===== src/rtl/updown_counter_param.sv =====
// W-bit bus-programmed up/down counter: bounce or wrap stepping between LLR and
// ULR, cycle counting against CCR, abort, and a sticky configuration error.
module updown_counter_param #(
   parameter int W = 8
) (
   input  logic         clk,
   input  logic         rst,
   input  logic         ncs,
   input  logic         nwr,
   input  logic         nrd,
   input  logic [2:0]   addr,
   input  logic [W-1:0] wdata,
   output logic [W-1:0] rdata,
   input  logic         start,
   output logic [W-1:0] cout,
   output logic         dir,
   output logic         busy,
   output logic         ec,
   output logic         err
);

   localparam logic [2:0] A_PLR    = 3'd0;
   localparam logic [2:0] A_ULR    = 3'd1;
   localparam logic [2:0] A_LLR    = 3'd2;
   localparam logic [2:0] A_CCR    = 3'd3;
   localparam logic [2:0] A_CTRL   = 3'd4;
   localparam logic [2:0] A_STATUS = 3'd5;
   localparam logic [2:0] A_CNT    = 3'd6;
   localparam logic [2:0] A_INC    = 3'd7;

   typedef enum logic [1:0] {
      S_IDLE,
      S_RUN,
      S_ERR
   } state_t;

   state_t state_q, state_d;

   logic [W-1:0] plr_q, ulr_q, llr_q, ccr_q;
   logic         mode_q, init_dir_q;
   logic [W-1:0] cout_q, inc_q;
   logic         dir_q, ec_q, start_q;
   logic [W:0]   step_q;

   logic         wr, rd, start_edge, abort_req, cfg_wr, cfg_bad;
   logic [W:0]   span, period, step_nxt;
   logic         step_dir, nxt_dir, period_end, run_done;
   logic [W-1:0] nxt_cout, inc_nxt;

   assign wr         = ~ncs & ~nwr & nrd;
   assign rd         = ~ncs & nwr & ~nrd;
   assign start_edge = start & ~start_q;
   assign abort_req  = wr && (addr == A_CTRL) && wdata[2];
   // Configuration is frozen during a run; only an abort-carrying CTRL write gets through.
   assign cfg_wr     = wr && (addr <= A_CTRL) && ((state_q != S_RUN) || abort_req);
   assign cfg_bad    = (plr_q < llr_q) | (plr_q > ulr_q) | (llr_q == ulr_q);

   // Period needs W+1 bits: a full-range wrap spans 2^W steps.
   assign span       = {1'b0, ulr_q} - {1'b0, llr_q};
   assign period     = mode_q ? (span + 1'b1) : {span[W-1:0], 1'b0};
   assign step_nxt   = step_q + 1'b1;
   assign period_end = (step_nxt == period);
   assign inc_nxt    = inc_q + 1'b1;
   assign run_done   = period_end && (ccr_q != '0) && (inc_nxt == ccr_q);

   // NOTE: every variable driven in always_comb gets a default first, so no path leaves it unassigned and no latch is inferred.
   always_comb begin
      step_dir = dir_q;
      nxt_dir  = dir_q;
      nxt_cout = cout_q;
      if (mode_q) begin
         if (dir_q) nxt_cout = (cout_q == ulr_q) ? llr_q : cout_q + 1'b1;
         else       nxt_cout = (cout_q == llr_q) ? ulr_q : cout_q - 1'b1;
      end else begin
         // Sitting on a limit with the wrong direction: turn around before stepping.
         if (dir_q && (cout_q == ulr_q))       step_dir = 1'b0;
         else if (!dir_q && (cout_q == llr_q)) step_dir = 1'b1;
         if (step_dir) begin
            nxt_cout = cout_q + 1'b1;
            nxt_dir  = (nxt_cout != ulr_q);
         end else begin
            nxt_cout = cout_q - 1'b1;
            nxt_dir  = (nxt_cout == llr_q);
         end
      end
   end

   always_comb begin
      state_d = state_q;
      case (state_q)
         S_IDLE:  if (start_edge) state_d = cfg_bad ? S_ERR : S_RUN;
         S_RUN:   if (abort_req || run_done) state_d = S_IDLE;
         S_ERR:   if (cfg_wr) state_d = S_IDLE;
         default: state_d = S_IDLE;
      endcase
   end

   // NOTE: sequential state is updated with non-blocking assignments so every flop samples pre-edge values.
   always_ff @(posedge clk) begin
      if (rst) state_q <= S_IDLE;
      else     state_q <= state_d;
   end

   always_ff @(posedge clk) begin
      if (rst) begin
         plr_q      <= '0;
         ulr_q      <= '1;
         llr_q      <= '0;
         ccr_q      <= '0;
         mode_q     <= 1'b0;
         init_dir_q <= 1'b1;
         cout_q     <= '0;
         dir_q      <= 1'b1;
         inc_q      <= '0;
         step_q     <= '0;
         ec_q       <= 1'b0;
         start_q    <= 1'b0;
      end else begin
         start_q <= start;
         ec_q    <= 1'b0;

         if (cfg_wr) begin
            case (addr)
               A_PLR:   plr_q <= wdata;
               A_ULR:   ulr_q <= wdata;
               A_LLR:   llr_q <= wdata;
               A_CCR:   ccr_q <= wdata;
               A_CTRL: begin
                  mode_q     <= wdata[0];
                  init_dir_q <= wdata[1];
               end
               default: ;
            endcase
         end

         // Run launch reads the pre-write register values, so a same-cycle write is harmless.
         case (state_q)
            S_IDLE: begin
               if (start_edge && !cfg_bad) begin
                  cout_q <= plr_q;
                  dir_q  <= init_dir_q;
                  inc_q  <= '0;
                  step_q <= '0;
               end
            end
            S_RUN: begin
               if (!abort_req) begin
                  cout_q <= nxt_cout;
                  dir_q  <= nxt_dir;
                  if (period_end) begin
                     step_q <= '0;
                     inc_q  <= inc_nxt;
                     ec_q   <= run_done;
                  end else begin
                     step_q <= step_nxt;
                  end
               end
            end
            default: ;
         endcase
      end
   end

   assign cout = cout_q;
   assign dir  = dir_q;
   assign ec   = ec_q;
   assign busy = (state_q == S_RUN);
   assign err  = (state_q == S_ERR);

   always_comb begin
      rdata = '0;
      if (rd) begin
         case (addr)
            A_PLR:    rdata = plr_q;
            A_ULR:    rdata = ulr_q;
            A_LLR:    rdata = llr_q;
            A_CCR:    rdata = ccr_q;
            A_CTRL:   rdata[1:0] = {init_dir_q, mode_q};
            A_STATUS: rdata[3:0] = {busy, err, ec_q, dir_q};
            A_CNT:    rdata = cout_q;
            A_INC:    rdata = inc_q;
            default:  rdata = '0;
         endcase
      end
   end

endmodule


===== config.mk =====
export PLATFORM = sky130hd
export DESIGN_NAME = updown_counter_param
export DESIGN_NICKNAME = d
export VERILOG_FILES = /design/src/rtl/updown_counter_param.sv
export SDC_FILE = /design/constraint.sdc
export NUM_CORES = 1
export LEC_CHECK = 0
export CORE_MARGIN = 4
export CORE_UTILIZATION = 50
export DETAILED_ROUTE_END_ITERATION = 8
export PLACE_DENSITY = 0.72
export SLEW_MARGIN = 20
export SYNTH_ARGS = -nofsm -noshare
export SYNTH_HDL_FRONTEND = slang
export SYNTH_SLANG_ARGS = --single-unit

===== constraint.sdc =====
create_clock -name clk -period 3.5 [get_ports clk]
set_clock_uncertainty 0.05 [all_clocks]
set_input_delay 0.35 -clock clk [delete_from_list [all_inputs] [get_ports clk]]
set_output_delay 0.35 -clock clk [all_outputs]
set_load 0.02 [all_outputs]

**Yosys cells after proc, flatten, opt, wreduce, memory -nomap -nowiden**

Index checks and enable logic that the tools add are counted.
Widths: inputs -> output; s select.

- Register bits: 64
- Bits of input ports: 17
- Output and inout port bits: 20
- Logic and storage cells: 120

- Add/sub/neg operators: 6
- Order comparisons: 3
- Eq/ne operators: 24
- Muxes and demuxes: 34
- Bitwise logic cells: 13
- Reductions and logical operators: 27

Operators with widths:

| operator | count |
|---|---|
| $mux 8 | 11 |
| $eq 8x8->1 | 5 |
| $mux 9 | 4 |
| $pmux 8 s2 | 2 |
| $pmux 4 s6 | 1 |
| $add 9x1->9 const B | 2 |
| $pmux 9 s2 | 1 |
| $add 8x1->8 const B | 2 |
| $pmux 2 s8 | 1 |
| $pmux 2 s7 | 1 |
| $eq 3x3->1 const B | 4 |
| $reduce_and 2->1 | 5 |
| $eq 9x9->1 | 1 |
| $logic_and 1x1->1 | 9 |
| $sub 8x8->9 | 1 |
| $gt 8x8->1 | 1 |
| $lt 8x8->1 | 1 |
| $mux 2 | 4 |
| $ne 2x1->1 const B | 4 |
| $ne 2x2->1 const B | 4 |
| $ne 8x8->1 | 1 |
| $reduce_and 4->1 | 2 |
| $reduce_bool 8->1 | 1 |
| $sub 8x1->8 const B | 1 |
| 18 further kinds | 38 |

**Logic depth before layout (Yosys ltp)**

Gate-level depths: netlist of run 1.

- Depth in word-level cells: 9
- Gate-level depth with buffers: 15
- Mapped depth without buffers: 14

**Least setup slack after synthesis of run 1**

Ideal clock, no wire load.

- Kind: register to register
- From: register ulr_q[0]
- To: register step_q[6]
- Library setup time: 0.135 ns
- Data arrival time: 3.129 ns
- Path slack: 0.186 ns
- Cell stages (with the launch flop): 16
- Period minus slack after synthesis: 3.314 ns
- Cells stage by stage: dfxtp_1 inv_1 ha_1 inv_1 fa_1 ha_1 or3b_2 a21oi_1 o21ai_0 o41ai_1 o211a_1 and3_1 nand4_2 buf_4 o2111ai_1 o221ai_1

- Cells in the longest elaborated chain, start to end: 7
- Elaborated cells between the ends (all ways): 15
- Classes of those cells: add/sub: 2; order compare: 1; eq/ne: 3; mux: 4; bitwise: 2; reduce/logical: 3

RTL lines:

| item | line | text |
|---|---|---|
| from (decl) | 39 | `logic [W-1:0] plr_q, ulr_q, llr_q, ccr_q;` |
| from (signal assigned) | 125 | `A_ULR: ulr_q <= wdata;` |
| $sub 8x8->9 or $gt 8x8->1 (tied branches) | 59, 56 |  |
| $add 9x1->9 or $or 1x1->1 (tied branches) | 60, 56 |  |
| $mux 9 or $or 1x1->1 (tied branches) | 60, 56 |  |
| $eq 9x9->1 or $logic_not 1->1 (tied branches) | 62, 139 |  |
| $mux 9 or $logic_and 1x1->1 (tied branches) | 150, 139 |  |
| $mux 9 or $ne 2x2->1 (tied branches) | -- |  |
| $pmux 9 s2 or $reduce_and 3->1 (tied branches) | -- |  |
| to (signal assigned) | 155 | `step_q <= step_nxt;` |
| to (decl) | 43 | `logic [W:0] step_q;` |

Several ways; a longest one is shown, not always the timed one. The select of a mux whose other input is x is not followed.
A chain may end at the register's enable or synchronous reset.

**Final worst setup path of run 1**

- From: register ulr_q[0]
- To: register inc_q[4]

- Cells in the longest elaborated chain, start to end: 7
- Elaborated cells between the ends (all ways): 13
- Classes of those cells: add/sub: 2; order compare: 1; eq/ne: 4; mux: 1; bitwise: 2; reduce/logical: 3

RTL lines:

| item | line | text |
|---|---|---|
| parallel branches: the longest is 6 deep, another holds $sub 8x8->9 | -- |  |
| $reduce_and 4->1 (no source line) * | -- |  |
| to (signal assigned) | 152 | `inc_q <= inc_nxt;` |
| to (decl) | 41 | `logic [W-1:0] cout_q, inc_q;` |

Every way passes the cells marked *.

==> impl_metrics.json, run 1 <==
{
  "antenna_found_initial": 1,
  "synthArstFlopShare": 0,
  "syn_area_mm2": 0.006012,
  "hpwl_um": 15050,
  "yosys_most_used_dff": "dfxtp_1",
  "final_util": 0.6155,
  "final_common_cell": "nor2_1",
  "irDropWorstVdd_v": 0.0002767,
  "hold_buffers": 0,
  "via_per_inst": 6.495,
  "p_int_w": 0.001679,
  "grt_usage": 0.2831,
  "htree_levels": 3,
  "grt_max_degree": 52,
  "relSlewSlack": 0.3315,
  "startpoint": "ulr_q[0]$_SDFFE_PP1P_",
  "worstHoldPathType": "flop to flop",
  "yosysWarnings": 0,
  "status": "finished, final reports clean",
  "syn_avg_cell_area_um2": 7.828,
  "cts_tree": "done",
  "place_area_mm2": 0.006686,
  "seq_power_share": 0.309,
  "cts_sinks": 64,
  "cts_inserted_buffers": 9,
  "initial_core_util": 0.5177,
  "ant_nets": 0,
  "place.gp.congestion": 0.9828,
  "n_fill_cell": 1018,
  "die_area_mm2": 0.01384,
  "hold_viol": 0,
  "num_io_pins": 37,
  "max_freq_mhz": 290.6,
  "p_per_area_mw_per_mm2": 356.6,
  "path_class": "flop to flop",
  "synth-seq-cells": 64,
  "routedWlPerCell_um": 21.07,
  "rows": 39,
  "path_clk_slew_ns": 0.06,
  "endpoint_kind": "flop",
  "final_cell_area_mm2": 0.007148,
  "drt_iter0_markers": 654,
  "cts_buffer_depth": 2,
  "yosysUniqueCellTypes": 82,
  "crit_path_max_fanout": 8,
  "antenna_cells": 0,
  "portBuffers": 36,
  "areaGrowthSynthToFinish_pct": 18.90,
  "rsz0062_at_grt": "true",
  "fin_crit_sh": 0.9833,
  "layout_common_cells": "nor2_1 (75), dfxtp_1 (62), nand2_1 (61)",
  "netSwitchingPower_w": 0.0008703,
  "cts_root_buffer": "clkbuf_16",
  "remaining_drc_errors": 0,
  "post_synth_inst_count": 768,
  "seq_area_frac_synth": 0.2131,
  "period_needed_ns": 3.442,
  "syn_nets": 814,
  "r2r-start": "ulr_q[0]$_SDFFE_PP1P_",
  "drtPass1Iterations": 5,
  "die_w_um": 117.7,
  "combPwrFrac": 0.301,
  "cp-start-kind": "flop",
  "synth_edf_count": 0,
  "grt_pass1_wl_um": 31690,
  "layout-drive-gt1-share": 0.1484,
  "nets": 863,
  "num_vias": 6268,
  "clock_power_share": 0.390,
  "coreArea_mm2": 0.01161,
  "whs_ns": 0.4718,
  "grt_pass1_vias": 5756,
  "die_y_um": 117.7,
  "worst_pin_slew_ns": 1.003,
  "globalRouteOverflowTotal": 0,
  "drt-total-wl_um": 20330,
  "hold_path.startpoint": "step_q[8]$_SDFFE_PP0P_",
  "slew_viol_final": 0,
  "clk_latency_ns": 0.34,
  "max-cap-violations": 0,
  "critical_path_arrival_ns": 3.67,
  "final-setup-viol-count": 0,
  "sw_frac_of_total": 0.3414,
  "required_ns": 3.73,
  "p_leak_nw": 2.929
}
[routing by layer]
layer,part of all wire,track usage,routed length [um]
met1,0.44,0.4016,9010
met2,0.44,0.4294,8848
met3,0.086,0.05190,1739
met4,0.035,0.09963,715
met5,0.00064,0,13
[final cells by class]
type	instances	area [um^2]	area share
clock buffers	9	225.2	0.03151
clock inverters	7	96.34	0.01348
inverters	35	131.4	0.01838
multi-input cells	616	4427	0.6193
flip-flops and latches	64	1284	0.1796
well taps	143	178.9	0.02503
repair buffers	91	805.8	0.1127
[path summary, 6_finish.rpt]
kind | depth (start not counted) | end | slack (ns)
worst max-delay path | 15 | inc_q[4]$_SDFFE_PP0P_ | 0.06
worst min-delay path | 1 | step_q[8]$_SDFFE_PP0P_ | 0.47
worst max register to register | 15 | inc_q[4]$_SDFFE_PP0P_ | 0.06
worst min register to register | 1 | step_q[8]$_SDFFE_PP0P_ | 0.47
[registers in the layout, indices dropped and copies added (netlist names)]
name / flops
state_q: 2
inc_q: 8
ulr_q: 8
cout: 8
step_q: 9
init_dir_q: 1
plr_q: 8
ccr_q: 8
dir: 1
llr_q: 8
ec: 1
mode_q: 1
start_q: 1
[logic make-up after synthesis]
group,Yosys count,share of synthesized area
AO/OA/AOI/OAI,180,0.2225
flip-flops,64,0.2131
buffers and inverters,88,0.06347
adder cells (fa/ha/maj),29,0.06160
XOR/XNOR,73,0.1101
multiplexers,51,0.09282
AND/OR/NAND/NOR,283,0.2364
[power groups by stage]
stage	combinational, W	sequential, W	clock, W
final	0.000768	0.000788	0.000993
after global routing	0.000819	0.000788	0.00103
after CTS	0.000740	0.000785	0.000993
after detailed placement	0.000735	0.000801	0
after global placement	0.000732	0.000801	0
after floorplan	0.000492	0.000794	0
[Yosys cell counts, drive strengths merged, types with 4 or more instances]
cell type	number	area share
inv	34	0.021
nor2b	11	0.011
a221oi	6	0.012
mux2	8	0.015
mux2i	40	0.067
a21oi	33	0.027
a211o	7	0.010
nor3	22	0.018
ha	28	0.058
dfxtp	64	0.21
nor2	76	0.048
o211ai	24	0.030
clkbuf	48	0.035
and2	4	0.0046
a21o	6	0.0077
xor2	29	0.043
a211oi	7	0.0096
nor4	11	0.011
nand4	17	0.020
o21ai	34	0.029
buf	5	0.0067
a31oi	5	0.0052
and3	11	0.012
nand3	36	0.030
and4	4	0.0058
or2	4	0.0042
o311ai	5	0.013
nand2b	6	0.0062
o2111ai	7	0.013
nor3b	5	0.0062
xnor2	44	0.067
nor4b	4	0.0058
o21a	5	0.0062
nand2	62	0.039
o221ai	5	0.0073
[through the flow]
step | TNS [ns] | total power (W) | instances | setup slack [ns]
2_1_floorplan | 0 | 0.001286 | 768 | 0.1858
3_3_place_gp | 0 | 0.001533 | 946 | 0.03646
3_5_place_dp | -0.006695 | 0.001536 | 946 | -0.006695
4_1_cts | 0 | 0.002519 | 962 | 0.01026
5_1_grt | -0.1924 | 0.002635 | 965 | -0.04892
6_report | 0 | 0.002549 | 965 | 0.05838
[critical path: stages (launching register included)]
cell	delay (ns)
dfxtp_2	0.33
inv_2	0.07
ha_1	0.16
inv_1	0.06
fa_2	0.57
ha_4	0.21
or3b_2	0.46
a21oi_2	0.14
o21ai_0	0.10
o41ai_1	0.09
o211a_1	0.20
and3_4	0.20
nand4_4	0.15
buf_8	0.19
nor4_1	0.28
a211o_1	0.14
[what timing repair did]
item,in CTS,in global routing
setup endpoints to repair,3,20
pin swaps,1,4
resized for setup,2,18
gates cloned,0,1
buffers inserted,0,2
No activity file was read; power rests on OpenSTA's default activity.
==> inputs of run 2 (changes only) <==
--- a/config.mk
+++ b/config.mk
@@ -5,7 +5,8 @@
 export SDC_FILE = /design/constraint.sdc
 export NUM_CORES = 1
 export LEC_CHECK = 0
-export CORE_MARGIN = 4
+export CAP_MARGIN = 20
+export CORE_MARGIN = 3
 export CORE_UTILIZATION = 50
 export DETAILED_ROUTE_END_ITERATION = 8
 export PLACE_DENSITY = 0.72
==> run 2 against run 1 <==
Against the previous run:
- utilization grew 0.55 points
- sequential power is 1% higher
- critical endpoint is now inc_q[7]$_SDFFE_PP0P_
- clock-buffer cell count grew 1
- non-clock buffer count stayed put
- register-to-register slack improved by 0.04 ns
- largest cell class unchanged
- via count increased by 0.18%
- largest power group unchanged
==> impl_metrics.json, run 2 (synthesized netlist as in run 1, its figures left out) <==
{
  "status": "finished, final reports clean",
  "hpwl_um": 14960,
  "n_fill_cell": 988,
  "drt-total-wl_um": 20570,
  "critical_path_arrival_ns": 3.54,
  "antenna_cells": 0,
  "num_io_pins": 37,
  "irDropWorstVdd_v": 0.0002886,
  "num_vias": 6279,
  "rsz0062_at_grt": "true",
  "cts_sinks": 64,
  "final_common_cell": "nor2_1",
  "layout_common_cells": "nor2_1 (75), dfxtp_1 (63), nand2_1 (61)",
  "path_buf_inv": 3,
  "globalRouteOverflowTotal": 0,
  "worst_pin_slew_ns": 1.063,
  "hold_buffers": 0,
  "layout-drive-gt1-share": 0.1557,
  "cts_inserted_buffers": 9,
  "cts_buffer_depth": 2,
  "routedWlPerCell_um": 21.32,
  "worstHoldPathType": "flop to flop",
  "max-cap-violations": 0,
  "period_needed_ns": 3.397,
  "coreArea_mm2": 0.01156,
  "dpl.cell_count": 943,
  "grt_pass1_vias": 5995,
  "path_class": "flop to flop",
  "cts_root_buffer": "clkbuf_16",
  "die_area_mm2": 0.01338,
  "p_leak_nw": 2.941,
  "remaining_drc_errors": 0,
  "antenna_found_initial": 0,
  "endpoint_kind": "flop",
  "crit_path_max_fanout": 8,
  "grt_usage": 0.3068,
  "drt_iter0_markers": 846,
  "max_freq_mhz": 294.4,
  "required_ns": 3.64,
  "final_cells": 965,
  "cts_tree": "done",
  "p_per_area_mw_per_mm2": 354.8,
  "path_cells": "inv_2, ha_2, inv_2, fa_2, ha_4, or3b_2, a21oi_2, o21ai_1, o41ai_2, o211a_1, and3_4, nand4_4, buf_8, o2111ai_2, o311ai_2",
  "portBuffers": 36,
  "grt_pass1_wl_um": 32200,
  "largest_reg_flops": 9,
  "rows": 39,
  "ant_nets": 0,
  "via_per_inst": 6.507,
  "nets": 863,
  "worst_slack_ns": 0.1028,
  "worst_path_most_repeated_cell": "inv_2",
  "areaGrowthSynthToFinish_pct": 19.46,
  "slew_viol_final": 0,
  "initial_core_util": 0.5199,
  "final-setup-viol-count": 0,
  "fin_total_pwr_w": 0.002548,
  "htree_levels": 3,
  "hold_viol": 0,
  "final_util": 0.6210,
  "die_w_um": 115.7,
  "largest-register": "step_q",
  "drtPass1Iterations": 6,
  "die_y_um": 115.7,
  "place_ws_ns": -0.005008,
  "fin_crit_sh": 0.9706,
  "place.gp.congestion": 1.017,
  "critPathSlowestCell": "fa_2",
  "crit_family": "adder cells",
  "cp-start-kind": "flop",
  "grt_max_degree": 52,
  "path_clk_slew_ns": 0.06,
  "relSlewSlack": 0.2914,
  "cpPeakStageDelay_ns": 0.60,
  "clk_latency_ns": 0.34
}
run 2: worst paths after layout:
kind                            slack (ns)  cells after the start               startpoint                 endpoint
worst max register to register        0.10                     15    ulr_q[0]$_SDFFE_PP1P_    inc_q[7]$_SDFFE_PP0P_
worst min-delay path                  0.48                      2  init_dir_q$_SDFFE_PP1P_  init_dir_q$_SDFFE_PP1P_
worst max-delay path                  0.10                     15    ulr_q[0]$_SDFFE_PP1P_    inc_q[7]$_SDFFE_PP0P_
worst min register to register        0.48                      2  init_dir_q$_SDFFE_PP1P_  init_dir_q$_SDFFE_PP1P_
run 2: layer usage:
metal	share of wire	up-vias	GRT usage
met5	0	-	0
met4	0.028	0	0.09745
met3	0.095	48	0.06945
met2	0.45	341	0.4877
met1	0.43	2972	0.4153
li1	-	2918	-
run 2: power by group:
part | switching, W | internal (W)
clock network | 0.000359 | 0.000645
logic | 0.000455 | 0.000293
registers | 0.0000479 | 0.000749
run 2: area by class of cell:
type,instances,area [um^2],share of cell area
Inverter,35,131.4,0.01829
Multi-Input combinational cell,616,4464,0.6216
Sequential cell,64,1282,0.1786
Clock inverter,6,92.59,0.01289
Tap cell,143,178.9,0.02491
Timing Repair Buffer,91,793.3,0.1105
Clock buffer,10,239.0,0.03328
run 2: per-stage QoR:
step | area (um^2) | setup TNS [ns] | hold slack, ns
after global placement | 6664 | 0 | 0.4524
final | 7182 | 0 | 0.4785
after floorplan | 6012 | 0 | 0.4101
after CTS | 6995 | 0 | 0.4779
after detailed placement | 6664 | -0.005008 | 0.4621
after global routing | 7182 | -0.07144 | 0.5266
run 2: tightest hold or removal path: stages, from the launching register on:
cell and delay (ns):
dfxtp_1 0.34, nand2_1 0.07, nand3_1 0.06
run 2: repair_timing:
item	in CTS	in global routing
resized for setup	0	27
endpoints found under the setup margin	0	19
buffers inserted	0	5
==> inputs of run 3 (changes only) <==
--- a/config.mk
+++ b/config.mk
@@ -9,8 +9,10 @@
 export CORE_MARGIN = 3
 export CORE_UTILIZATION = 50
 export DETAILED_ROUTE_END_ITERATION = 8
+export MAX_ROUTING_LAYER = met4
 export PLACE_DENSITY = 0.72
 export SLEW_MARGIN = 20
 export SYNTH_ARGS = -nofsm -noshare
 export SYNTH_HDL_FRONTEND = slang
 export SYNTH_SLANG_ARGS = --single-unit
+export TNS_END_PERCENT = 50
==> run 3 against run 2 <==
Against the previous run:
- critical endpoint is now inc_q[0]$_SDFFE_PP0P_
- sequential power about the same
- register-to-register slack better by 0.02 ns
- utilization is 0.097 points higher
- routed wire length up 0.84%
- power is 2.3% lower
- largest power group unchanged
- largest cell class unchanged
==> impl_metrics.json, run 3 (synthesized netlist as in run 1, its figures left out) <==
{
  "remaining_drc_errors": 0,
  "antenna_cells": 0,
  "clock_power_share": 0.381,
  "die_w_um": 115.7,
  "required_ns": 3.62,
  "final_cells": 967,
  "p_per_area_mw_per_mm2": 346.3,
  "netSwitchingPower_w": 0.0008261,
  "num_vias": 6339,
  "die_y_um": 115.7,
  "max-cap-violations": 0,
  "nets": 866,
  "relSlewSlack": 0.3090,
  "cts_sinks": 64,
  "via_per_inst": 6.555,
  "largest-register": "step_q",
  "max_freq_mhz": 296.1,
  "cts_root_buffer": "clkbuf_16",
  "status": "finished, final reports clean",
  "initial_core_util": 0.5199,
  "htree_levels": 3,
  "drtPass1Iterations": 5,
  "crit_path_max_fanout": 8,
  "grt_pass1_wl_um": 31960,
  "worstHoldPathType": "flop to flop",
  "worst_pin_slew_ns": 1.037,
  "hold_buffers": 0,
  "grt_usage": 0.3175,
  "place.gp.congestion": 1.028,
  "layout-drive-gt1-share": 0.1505,
  "p_int_w": 0.001665,
  "n_fill_cell": 1025,
  "ant_nets": 0,
  "path_clk_slew_ns": 0.06,
  "final-setup-viol-count": 0,
  "fin_crit_sh": 0.9650,
  "die_area_mm2": 0.01338,
  "combPwrFrac": 0.299,
  "period_needed_ns": 3.378,
  "globalRouteOverflowTotal": 0,
  "endpoint_kind": "flop",
  "hpwl_um": 14950,
  "num_io_pins": 37,
  "routedWlPerCell_um": 21.45,
  "cts_tree": "done",
  "drt-total-wl_um": 20740,
  "cts_buffer_depth": 2,
  "seq_power_share": 0.320,
  "drt_iter0_markers": 755,
  "hold_viol": 0,
  "largest_reg_flops": 9,
  "portBuffers": 36,
  "p_leak_nw": 2.944,
  "whs_ns": 0.4847,
  "multi_input_area_mm2": 0.004478,
  "sw_frac_of_total": 0.3317,
  "final_common_cell": "nor2_1",
  "grt_max_degree": 52,
  "seqCellArea_mm2": 0.001281,
  "clk_latency_ns": 0.33,
  "cp-start-kind": "flop",
  "layout_common_cells": "nor2_1 (75), dfxtp_1 (64), nand2_1 (61)",
  "final_util": 0.6220,
  "critical_path_arrival_ns": 3.49,
  "grt_pass1_vias": 5873,
  "coreArea_mm2": 0.01156,
  "dpl.cell_count": 946,
  "path_class": "flop to flop",
  "antenna_found_initial": 0,
  "areaGrowthSynthToFinish_pct": 19.65,
  "slew_viol_final": 0,
  "rows": 39,
  "irDropWorstVdd_v": 0.0003223,
  "cts_inserted_buffers": 9
}
==> run 3: changes by cell type in the layout (fill, tap and decap cells not counted), sizes merged <==
| cell | delta |
|---|---|
| buf | +2 |
| clkbuf | +1 |
| clkinvlp | -2 |
| o311ai | +1 |
==> run 3: worst paths after layout <==
check	start	endpoint	slack [ns]	depth (start not counted)
hold / removal	init_dir_q$_SDFFE_PP1P_	init_dir_q$_SDFFE_PP1P_	0.48	2
setup reg to reg	llr_q[2]$_SDFFE_PP0P_	inc_q[0]$_SDFFE_PP0P_	0.12	12
hold reg to reg	init_dir_q$_SDFFE_PP1P_	init_dir_q$_SDFFE_PP1P_	0.48	2
setup / recovery	llr_q[2]$_SDFFE_PP0P_	inc_q[0]$_SDFFE_PP0P_	0.12	12
==> run 3: timing repair <==
action	4_1_cts	5_1_grt
buffers inserted	0	4
setup endpoints to repair	2	19
gates resized for setup	1	24
pin swaps	0	7
cloned	0	2
==> run 3: per-layer routing <==
metal,track usage,wire length (um),vias to the layer above
li1,-,-,2926
met1,0.4299,8827,3000
met2,0.4684,9211,362
met3,0.06475,2070,51
met4,0.1176,633,0
met5,-,0,-
==> run 3: final cells by class <==
class / count / share of cell area
flip-flops and latches: 64 / 0.1781
clock inverters: 4 / 0.009741
multi-input cells: 617 / 0.6225
clock buffers: 11 / 0.03235
repair buffers: 93 / 0.1141
inverters: 35 / 0.01826
well taps: 143 / 0.02487
==> run 3: stage by stage <==
| step | power (W) | instance area (um^2) | setup slack (ns) | TNS [ns] |
|---|---|---|---|---|
| after detailed placement | 0.001520 | 6686 | 0.02556 | 0 |
| after global placement | 0.001511 | 6686 | 0.1048 | 0 |
| after global routing | 0.002585 | 7193 | -0.05130 | -0.1523 |
| after floorplan | 0.001286 | 6012 | 0.1858 | 0 |
| final | 0.002491 | 7193 | 0.1223 | 0 |
| after CTS | 0.002472 | 7000 | 0.02623 | 0 |
==> run 3: power by group through the flow <==
stage	registers [W]	logic (W)	clock network, W
finish	0.000797	0.000744	0.000950
global route	0.000799	0.000800	0.000986
CTS	0.000795	0.000713	0.000964
detailed placement	0.000811	0.000709	0
global placement	0.000811	0.000700	0
floorplan	0.000794	0.000492	0
==> run 3: critical path: stages (launching register included) <==
cell,delay [ns]
dfxtp_1,0.33
inv_1,0.08
ha_1,0.46
nor2_1,0.10
a21o_2,0.23
xnor2_2,0.33
a21oi_1,0.09
or3_1,0.40
a221oi_2,0.44
nand4_4,0.21
buf_8,0.20
o21ai_0,0.16
a311oi_1,0.11
